**config.mk**
```make
export PLATFORM = sky130hd
export DESIGN_NAME = uart_tx_fifo
export DESIGN_NICKNAME = d
export VERILOG_FILES = /design/src/rtl/uart_tx_fifo.sv
export SDC_FILE = /design/constraint.sdc
export NUM_CORES = 1
export LEC_CHECK = 0
export CORE_ASPECT_RATIO = 0.5
export CORE_UTILIZATION = 25
export CTS_BUF_LIST = sky130_fd_sc_hd__clkbuf_8 sky130_fd_sc_hd__clkbuf_16
export CTS_CLUSTER_DIAMETER = 60
export DETAILED_ROUTE_END_ITERATION = 8
export PLACE_DENSITY_LB_ADDON = 0.1
export SETUP_SLACK_MARGIN = 0.02
export SYNTH_ARGS = -nofsm -noshare
export SYNTH_HDL_FRONTEND = slang
export SYNTH_SLANG_ARGS = --single-unit
```
**constraint.sdc**
```tcl
create_clock -name clk_i -period 6.41 [get_ports clk_i]
set_input_delay 1.282 -clock clk_i [delete_from_list [all_inputs] [get_ports clk_i]]
set_output_delay 1.282 -clock clk_i [all_outputs]
set_load 0.01 [all_outputs]
```
**src/rtl/uart_tx_fifo.sv**
```systemverilog
// UART transmitter fed by a small FIFO; frames go out back-to-back, LSB first, optional parity.
// A write to an empty idle block drives the start bit one cycle later; writes while full are dropped.
module uart_tx_fifo #(
    parameter int CLKS_PER_BIT = 434,
    parameter int DATA_BITS    = 8,
    parameter int PARITY       = 0,
    parameter int STOP_BITS    = 1,
    parameter int FIFO_DEPTH   = 4
) (
    input  logic                          clk_i,
    input  logic                          rst_ni,
    input  logic                          wr_vld_i,
    input  logic [DATA_BITS-1:0]          wr_dat_i,
    output logic                          wr_rdy_o,
    output logic                          done_o,
    output logic                          idle_o,
    output logic [$clog2(FIFO_DEPTH):0]   level_o,
    output logic                          txd_o
);
    localparam int AW = $clog2(FIFO_DEPTH);
    localparam int BW = $clog2(CLKS_PER_BIT);
    localparam logic [BW-1:0] BAUD_LAST = BW'(CLKS_PER_BIT - 1);
    localparam logic [3:0]    DATA_LAST = 4'(DATA_BITS - 1);
    localparam logic [3:0]    STOP_LAST = 4'(STOP_BITS - 1);
    localparam logic [AW:0]   FULL      = (AW + 1)'(FIFO_DEPTH);
    localparam logic          ODD_PAR   = (PARITY == 2);

    if (CLKS_PER_BIT < 2 || DATA_BITS < 5 || DATA_BITS > 9 || PARITY < 0 || PARITY > 2 ||
        STOP_BITS < 1 || STOP_BITS > 2 || FIFO_DEPTH < 2 ||
        (FIFO_DEPTH & (FIFO_DEPTH - 1)) != 0) begin : g_bad_param
        $error("uart_tx_fifo: illegal parameter value");
    end

    typedef enum logic [2:0] {S_IDLE, S_START, S_DATA, S_PARITY, S_STOP} state_t;

    state_t                 state_q, state_d;
    logic [BW-1:0]          baud_q, baud_d;
    logic [3:0]             bit_q, bit_d;
    logic [DATA_BITS-1:0]   shift_q, shift_d;
    logic                   par_q, par_d;
    logic                   tx_q, tx_d;
    logic [AW-1:0]          wr_ptr_q, rd_ptr_q;
    logic [AW:0]            level_q;
    logic [DATA_BITS-1:0]   mem_q [FIFO_DEPTH];

    logic                   push, pop, empty, baud_end;
    logic [DATA_BITS-1:0]   head;

    assign empty    = (level_q == '0);
    assign wr_rdy_o = (level_q != FULL);
    assign push     = wr_vld_i && wr_rdy_o;
    assign baud_end = (baud_q == BAUD_LAST);
    assign head     = mem_q[rd_ptr_q];

    assign idle_o  = empty && (state_q == S_IDLE);
    assign level_o = level_q;
    assign txd_o   = tx_q;

    always_comb begin
        state_d = state_q;
        baud_d  = baud_q;
        bit_d   = bit_q;
        shift_d = shift_q;
        par_d   = par_q;
        tx_d    = tx_q;
        pop     = 1'b0;
        done_o  = 1'b0;
        if (state_q != S_IDLE) begin
            baud_d = baud_end ? '0 : baud_q + 1'b1;
        end
        case (state_q)
            S_IDLE: begin
                if (!empty) pop = 1'b1;
            end
            S_START: begin
                if (baud_end) begin
                    state_d = S_DATA;
                    bit_d   = '0;
                    tx_d    = shift_q[0];
                end
            end
            S_DATA: begin
                if (baud_end) begin
                    if (bit_q == DATA_LAST) begin
                        bit_d = '0;
                        if (PARITY != 0) begin
                            state_d = S_PARITY;
                            tx_d    = par_q;
                        end else begin
                            state_d = S_STOP;
                            tx_d    = 1'b1;
                        end
                    end else begin
                        bit_d   = bit_q + 1'b1;
                        shift_d = shift_q >> 1;
                        tx_d    = shift_q[1];
                    end
                end
            end
            S_PARITY: begin
                if (baud_end) begin
                    state_d = S_STOP;
                    tx_d    = 1'b1;
                end
            end
            S_STOP: begin
                if (baud_end) begin
                    if (bit_q == STOP_LAST) begin
                        done_o = 1'b1;
                        if (!empty) pop = 1'b1;
                        else        state_d = S_IDLE;
                    end else begin
                        bit_d = bit_q + 1'b1;
                    end
                end
            end
            default: state_d = S_IDLE;
        endcase
        // Popping always starts a fresh frame, whether from IDLE or straight out of STOP.
        if (pop) begin
            state_d = S_START;
            shift_d = head;
            par_d   = (^head) ^ ODD_PAR;
            tx_d    = 1'b0;
            bit_d   = '0;
        end
    end

    always_ff @(posedge clk_i or negedge rst_ni) begin
        if (!rst_ni) begin
            state_q  <= S_IDLE;
            baud_q   <= '0;
            bit_q    <= '0;
            shift_q  <= '0;
            par_q    <= 1'b0;
            tx_q     <= 1'b1;
            wr_ptr_q <= '0;
            rd_ptr_q <= '0;
            level_q  <= '0;
        end else begin
            state_q <= state_d;
            baud_q  <= baud_d;
            bit_q   <= bit_d;
            shift_q <= shift_d;
            par_q   <= par_d;
            tx_q    <= tx_d;
            if (push) wr_ptr_q <= wr_ptr_q + 1'b1;
            if (pop)  rd_ptr_q <= rd_ptr_q + 1'b1;
            if (push && !pop)      level_q <= level_q + 1'b1;
            else if (pop && !push) level_q <= level_q - 1'b1;
        end
    end

    always_ff @(posedge clk_i) begin
        if (push) mem_q[wr_ptr_q] <= wr_dat_i;
    end
endmodule
```
**After elaboration in Yosys (flattened, before gate mapping)**

Memory sizes are Yosys's and may differ from the RTL's.
Cells that the tools add are included.

- Register bits: 32
- Bits in latches: 0
- Bits in writable memories: 32
- Memory bits (read-only): 0
- Bits of input ports: 11
- Output and inout bits: 7
- Word-level logic and storage cells: 89
- Memories: 1

Memories:

| name | words | width | rd ports | clocked after memory_dff | wr ports | RTL line | text |
|---|---|---|---|---|---|---|---|
| mem_q | 4 | 8 | 1 | 0 | 1 | 44 | `logic [DATA_BITS-1:0] mem_q [FIFO_DEPTH];` |

- $add $sub $neg: 6
- $mul: 0
- Div/mod/pow operators: 0
- Order comparisons: 0
- Eq/ne operators: 17
- Shift operators: 0
- Multiplexer cells: 38
- Bitwise logic cells: 0
- Reductions and logical operators: 19

Operators with widths:

| kind | count |
|---|---|
| 2-to-1 mux 8 bit | 4 |
| 2-to-1 mux 3 bit | 10 |
| inequality test 3 bit, second input constant | 9 |
| 2-to-1 mux 4 bit | 6 |
| one-hot mux 3 bit (5 select lines) | 1 |
| 2-to-1 mux 1 bit | 13 |
| one-hot mux 4 bit (3 select lines) | 1 |
| adder 9 x 1 -> 9 bit, second input constant | 1 |
| == test 9 bit, second input constant | 1 |
| 2-to-1 mux 9 bit | 1 |
| AND reduction 8 bit | 1 |
| nonzero test 4 bit | 2 |
| == test 3 x 2 -> 1 bit, second input constant | 2 |
| logical NOT 3 bit | 2 |
| nonzero test 2 bit | 3 |
| AND reduction 5 bit | 1 |
| adder 2 x 1 -> 2 bit, second input constant | 2 |
| adder 4 x 1 -> 4 bit, second input constant | 1 |
| == test 4 x 3 -> 1 bit, second input constant | 1 |
| logical AND 1 bit | 4 |
| logical NOT 4 bit | 1 |
| inequality test 2 bit, second input constant | 2 |
| AND reduction 4 bit | 1 |
| adder 3 x 1 -> 3 bit, second input constant | 1 |
| 8 further kinds | 9 |

**Logic depth before layout (Yosys ltp)**

Gate-level depths: netlist of run 1.

- Depth in word-level cells: 8
- Depth in mapped cells: 13
- Gate-level depth less buffers: 12

**Worst setup path before layout of run 1**

No wires, ideal clock.

- Kind: reg2out
- Start: register baud_q[1]
- End: output done_o
- Arrival: 1.487 ns
- Required time: 5.128 ns
- Setup slack: 3.641 ns
- Cell stages (with the launch flop): 8
- Buffers on the path: 1
- Cells stage by stage: dfrtp_1 -> inv_1 -> ha_1 -> nand4b_1 -> nor2_1 -> clkbuf_1 -> nand2_1 -> nor2_1

- Word-level cells in the longest chain between the ends: 3

RTL lines:

| element | RTL line | text |
|---|---|---|
| from (decl) | 37 | `logic [BW-1:0] baud_q, baud_d;` |
| from (signal assigned) | 142 | `baud_q <= baud_d;` |
| == test 9 bit | 52 | `assign baud_end = (baud_q == BAUD_LAST);` |
| 2-to-1 mux 1 bit | 107 | `if (baud_end) begin` |
| 2-to-1 mux 1 bit | 71 | `case (state_q)` |
| to (decl) | 15 | `output logic done_o,` |

Every way passes these cells.

**Final worst setup path of run 1**

Ends and elaborated chain as after synthesis.

==> run_results.csv, run 1 <==
group,metric,value,unit
status,status,"complete, no violations",
setup_path,critPathCaptureType,"primary output",
layout,layout_commonest_cell,"edfxtp_1",
sta,period_minus_slack,3900,ps
synthesis,synth.cell_area,2970,um2
global_route,grt_max_degree,33,
clock_network,hold_buffers,0,
routing,ant_nets,0,
worst_hold_path,min_path_type,"reg -> reg",
sta,tightest_slew,743,ps
layout,nNetsFinal,268,
pwr,p_leak,1.30,nW
floorplan,coreArea,11300,um2
routing,vias_per_cell,4.46,
floorplan,start_util,26.3,%
clock_network,path_clk_slew,50,ps
synthesis,ys.flop_type,"edfxtp_1",
worst_hold_path,hp-start,"shift_q[2]",
routing,vias,1832,
routing,drc,0,
layout,register_area,1760,um2
sta,timing.final.ws_setup,2510,ps
clock_network,clockBufferDepth,2,
worst_hold_path,hold_depth,1,
synthesis,ys_seq_area_share,59.3,%
placed_design,gp_congestion,0.716,
layout,layout-drive-gt1-share,13.9,%
clock_network,numClockSinks,64,
global_route,antenna_found_initial,0,
layout,multiInputGateArea,1120,um2
clock_network,h-tree-depth,3,
sta,final_hold_viol_count,0,
pwr,power.total,0.00115,W
sta,tns,0,ps
setup_path,crit_arrival,2620,ps
setup_path,timing.rr.start,"bit_q[0]",
floorplan,design.die.area,12400,um2
clock_network,post_cts_buffers,0,
synthesis,synth-edff-count,32,
placed_design,post-place-ws,2860,ps
routing,totalWireLength,5960,um
layout,final_area,3590,um2
synthesis,yosys_warnings,0,
setup_path,critPathLaunchType,"flip-flop",
pwr,ir_drop,142,uV
clock_network,cts_buffers,9,
sta,setup_violations,0,
layout,fillers,1157,
layout,area_delta_synth_final,20.8,%
setup_path,reg2reg_slack,3150,ps
floorplan,die_x,156,um
sta,clock.fmax,0.256,GHz
placed_design,dp_hpwl,3960,um
sta,rsz0062_at_grt,"false",
floorplan,ios,18,
placed_design,io_buffers,17,
synthesis,post_synth.cell_area_avg,13.1,um2
setup_path,r2r_cells,10,
sta,slew_headroom,50.3,%
routing,post_drt_wl_per_cell,14.5,um
clock_network,clock-root-buffer,"clkbuf_16",
placed_design,postPlaceCellArea,3300,um2
floorplan,dieHeight,79.1,um
routing,first_pass_iters,4,
global_route,grt_use_total,11.0,%
layout,final_cell_mix,"edfxtp_1 (32), dfrtp_1 (31), nand2_1 (21)",
global_route,overflow,0,
clock_network,cts_resized,0,
routing,drt_iter0_drc,89,
global_route,grt_pass1_wl,9870,um
pwr,p_per_area,321,nW/um2
setup_path,timing.rr.end,"level_o[1]",
sta,skew,5.29,ps
setup_path,path_class,"reg -> out",
synthesis,synth_cells,227,
layout,final_util,31.8,%
setup_path,cp_max_fo,11,
sta,slew_violations,0,
clock_network,clk_latency,330,ps
layout,antenna_cells,0,
sta,final.period_utilization,60.9,%
worst_hold_path,hold_end,"shift_q[2]",
job,drv_cap,0,
synthesis,yosysUniqueCellTypes,53,
global_route,grt_pass1_vias,1888,
synthesis,ys_seq_elements,64,
setup_path,critPathRequiredTime,5130,ps
synthesis,syn_nets,248,
synthesis,ys_async_sr_fraction,50.0,%
floorplan,rows,27,
clock_network,tritoncts,"done",
## cells by family after synthesis
family                     after synthesis  share of synthesized area [%]
muxes                                   14                           8.13
AOI/OAI and AO/OA                       44                           10.1
adders and majority gates               10                           4.46
xor gates and xnor gates                 9                           2.65
DFF                                     64                           59.3
buffers and inverters                   19                           2.82
and+or+nand+nor                         67                           12.5
## sequential cells by signal (all words and copies together), names as in the netlist
signal	flops
bit_q	4
state_q	3
txd_o	1
shift_q	8
wr_ptr_q	2
level_o	3
mem_q	32
baud_q	9
rd_ptr_q	2
## metrics by stage
step                hold slack [ps]  cells
detailed placement              469    395
CTS                             484    411
global placement                465    395
finish                          480    411
floorplan                       449    227
global route                    515    411
## cells in the mapped netlist, types with 2 or more instances
library cell | count | share of area (%)
o21ai_1 | 6 | 1.0
a22oi_1 | 2 | 0.51
xor2_1 | 4 | 1.2
a21oi_1 | 5 | 0.84
nor3b_1 | 2 | 0.51
a21o_1 | 2 | 0.51
nor3_1 | 4 | 0.67
or3b_4 | 3 | 1.1
nand3_1 | 7 | 1.2
a22o_1 | 2 | 0.59
edfxtp_1 | 32 | 32
mux2i_1 | 5 | 1.7
o31ai_1 | 2 | 0.51
and2_1 | 2 | 0.42
nor2_1 | 7 | 0.88
xnor2_1 | 5 | 1.5
dfrtp_1 | 31 | 26
clkbuf_1 | 2 | 0.25
buf_2 | 4 | 0.67
inv_1 | 10 | 1.3
ha_1 | 9 | 3.8
mux4_2 | 8 | 6.1
o21ai_0 | 14 | 2.4
and3_1 | 6 | 1.3
nand2b_1 | 4 | 0.84
buf_1 | 2 | 0.25
nand2_1 | 21 | 2.7
## worst max-delay path: stages (launching register included)
cell             delay (ps)
dfrtp_1                 400
inv_1                    60
ha_1                    130
nand4b_1                220
nor2_1                  650
nand2_1                 160
nor2_1                  130
clkdlybuf4s50_1         540
## how the worst max path moves through the flow
stage                          from     end  slack, ps  depth (start not counted)
after detailed placement  baud_q[1]  done_o       2860                          7
after CTS                 baud_q[1]  done_o       2490                          7
after global routing      baud_q[1]  done_o       2310                          7
after floorplan           baud_q[1]  done_o       3640                          7
after global placement    baud_q[1]  done_o       2880                          7
final                     baud_q[1]  done_o       2510                          7
## layout make-up
| type | count | share of cell area (%) |
|---|---|---|
| sequential | 64 | 49.1 |
| multi-input combinational | 144 | 31.3 |
| clock buffer | 9 | 6.27 |
| tap | 159 | 5.54 |
| timing repair buffer | 18 | 4.95 |
| clock inverter | 7 | 1.78 |
| inverter | 10 | 1.05 |
## routing by layer
layer  vias to the layer above  track usage, %  wire length, um
met2                        16            16.8             2800
met5                         -               0                0
met3                         5            4.42              167
met4                         0            4.71               60
li1                        875               -                -
met1                       936            13.8             2930
## power breakdown
part	internal, W	switching, W
Clock	0.000297	0.000177
Combinational	0.0000729	0.0000832
Sequential	0.000494	0.0000290
(Power assumes the default switching activity.)
==> inputs of run 2 (changes only) <==
clock period = 3.4 ns   (was 6.41 ns; I/O delays follow)
==> run_results.csv, run 2 (synthesis results as in run 1) <==
group,metric,value,unit
status,status,"complete, no violations",
routing,drt_iter0_drc,128,
floorplan,dieHeight,79.1,um
clock_network,h-tree-depth,3,
setup_path,critPathLaunchType,"flip-flop",
clock_network,clk_latency,330,ps
clock_network,cts_resized,0,
routing,totalWireLength,5800,um
floorplan,coreArea,11300,um2
global_route,grt_max_degree,33,
global_route,overflow,0,
clock_network,path_clk_slew,60,ps
sta,final_hold_viol_count,0,
layout,layout_commonest_cell,"edfxtp_1",
routing,ant_nets,0,
layout,regMostFlops,"mem_q",
layout,area_delta_synth_final,21.9,%
placed_design,gp_congestion,0.715,
sta,tns,0,ps
setup_path,cp_max_fo,4,
placed_design,post-place-ws,766,ps
routing,vias,1817,
sta,tightest_slew,633,ps
sta,slew_violations,0,
layout,largest_reg_flops,32,
global_route,antenna_found_initial,0,
layout,final_cell_mix,"edfxtp_1 (32), dfrtp_1 (31), nand2_1 (21)",
setup_path,crit_arrival,2210,ps
floorplan,die_x,156,um
floorplan,ios,18,
sta,rsz0062_at_grt,"false",
layout,antenna_cells,0,
clock_network,hold_buffers,0,
setup_path,critPathRequiredTime,2720,ps
job,drv_cap,0,
sta,final.period_utilization,85.1,%
clock_network,cts_buffers,9,
routing,drc,0,
placed_design,place_inst,398,
routing,vias_per_cell,4.39,
global_route,grt_use_total,10.7,%
placed_design,dp_hpwl,3920,um
placed_design,io_buffers,17,
sta,hold_ws,485,ps
pwr,ir_drop,234,uV
layout,reg_top3,"mem_q x32, baud_q x9, shift_q x8",
clock_network,clockBufferDepth,2,
pwr,p_per_area,604,nW/um2
clock_network,clock-root-buffer,"clkbuf_16",
global_route,grt_pass1_wl,9580,um
clock_network,numClockSinks,64,
pwr,p_leak,1.32,nW
sta,timing.final.ws_setup,506,ps
routing,post_drt_wl_per_cell,14.0,um
clock_network,post_cts_buffers,0,
routing,first_pass_iters,4,
floorplan,start_util,26.3,%
clock_network,tritoncts,"done",
sta,skew,9.55,ps
setup_path,critPathCaptureType,"primary output",
layout,stdcell_count,414,
sta,setup_violations,0,
sta,slew_headroom,57.8,%
layout,nNetsFinal,271,
sta,clock.fmax,0.346,GHz
floorplan,rows,27,
floorplan,design.die.area,12400,um2
sta,period_minus_slack,2890,ps
global_route,grt_pass1_vias,1790,
layout,layout-drive-gt1-share,14.9,%
worst_hold_path,min_path_type,"reg -> reg",
setup_path,path_class,"reg -> out",
run 2: final cells by class:
type	count	area (um2)
fill	1162	7660
sequential	64	1760
multi-input combinational	144	1120
clock buffer	9	225
timing repair buffer	21	200
tap	159	199
clock inverter	7	71.3
inverter	10	37.5
run 2: final timing paths:
| check | start | endpoint | slack [ps] | depth (start not counted) |
|---|---|---|---|---|
| min reg2reg | shift_q[4] | shift_q[4] | 490 | 1 |
| max in group asynchronous | rst_ni | txd_o | 2300 | 2 |
| min in group asynchronous | rst_ni | wr_ptr_q[0] | 760 | 2 |
| max reg2reg | bit_q[0] | level_o[1] | 770 | 10 |
| max | baud_q[1] | done_o | 510 | 7 |
| min | shift_q[4] | shift_q[4] | 490 | 1 |
run 2: critical path, cell delays in order, from the launching register on:
cell	delay (ps)
dfrtp_1	410
inv_1	70
ha_1	140
nand4b_1	250
nor2_1	230
nand2_1	100
nor2_1	140
clkdlybuf4s50_1	550
run 2: report_power, final:
group	internal [W]	switching [W]	leakage, nW
clock	0.000566	0.000341	0.143
sequential	0.000932	0.0000533	0.687
combinational	0.000137	0.000157	0.487
run 2: layer usage:
layer / vias up / share of wire [%] / track usage (%)
met4: 0 / 1.6 / 4.41
met5: - / 0 / 0
met2: 28 / 46 / 15.6
met3: 9 / 3.5 / 4.20
met1: 899 / 49 / 14.0
li1: 881 / - / -
run 2: metrics by stage:
stage | util (%) | total power [W] | instance area (um2)
6_report | 32.1 | 0.00219 | 3620
5_1_grt | 32.1 | 0.00229 | 3620
4_1_cts | 32.1 | 0.00222 | 3620
3_5_place_dp | 29.5 | 0.00130 | 3320
3_3_place_gp | 29.5 | 0.00129 | 3320
2_1_floorplan | - | 0.00116 | 2970
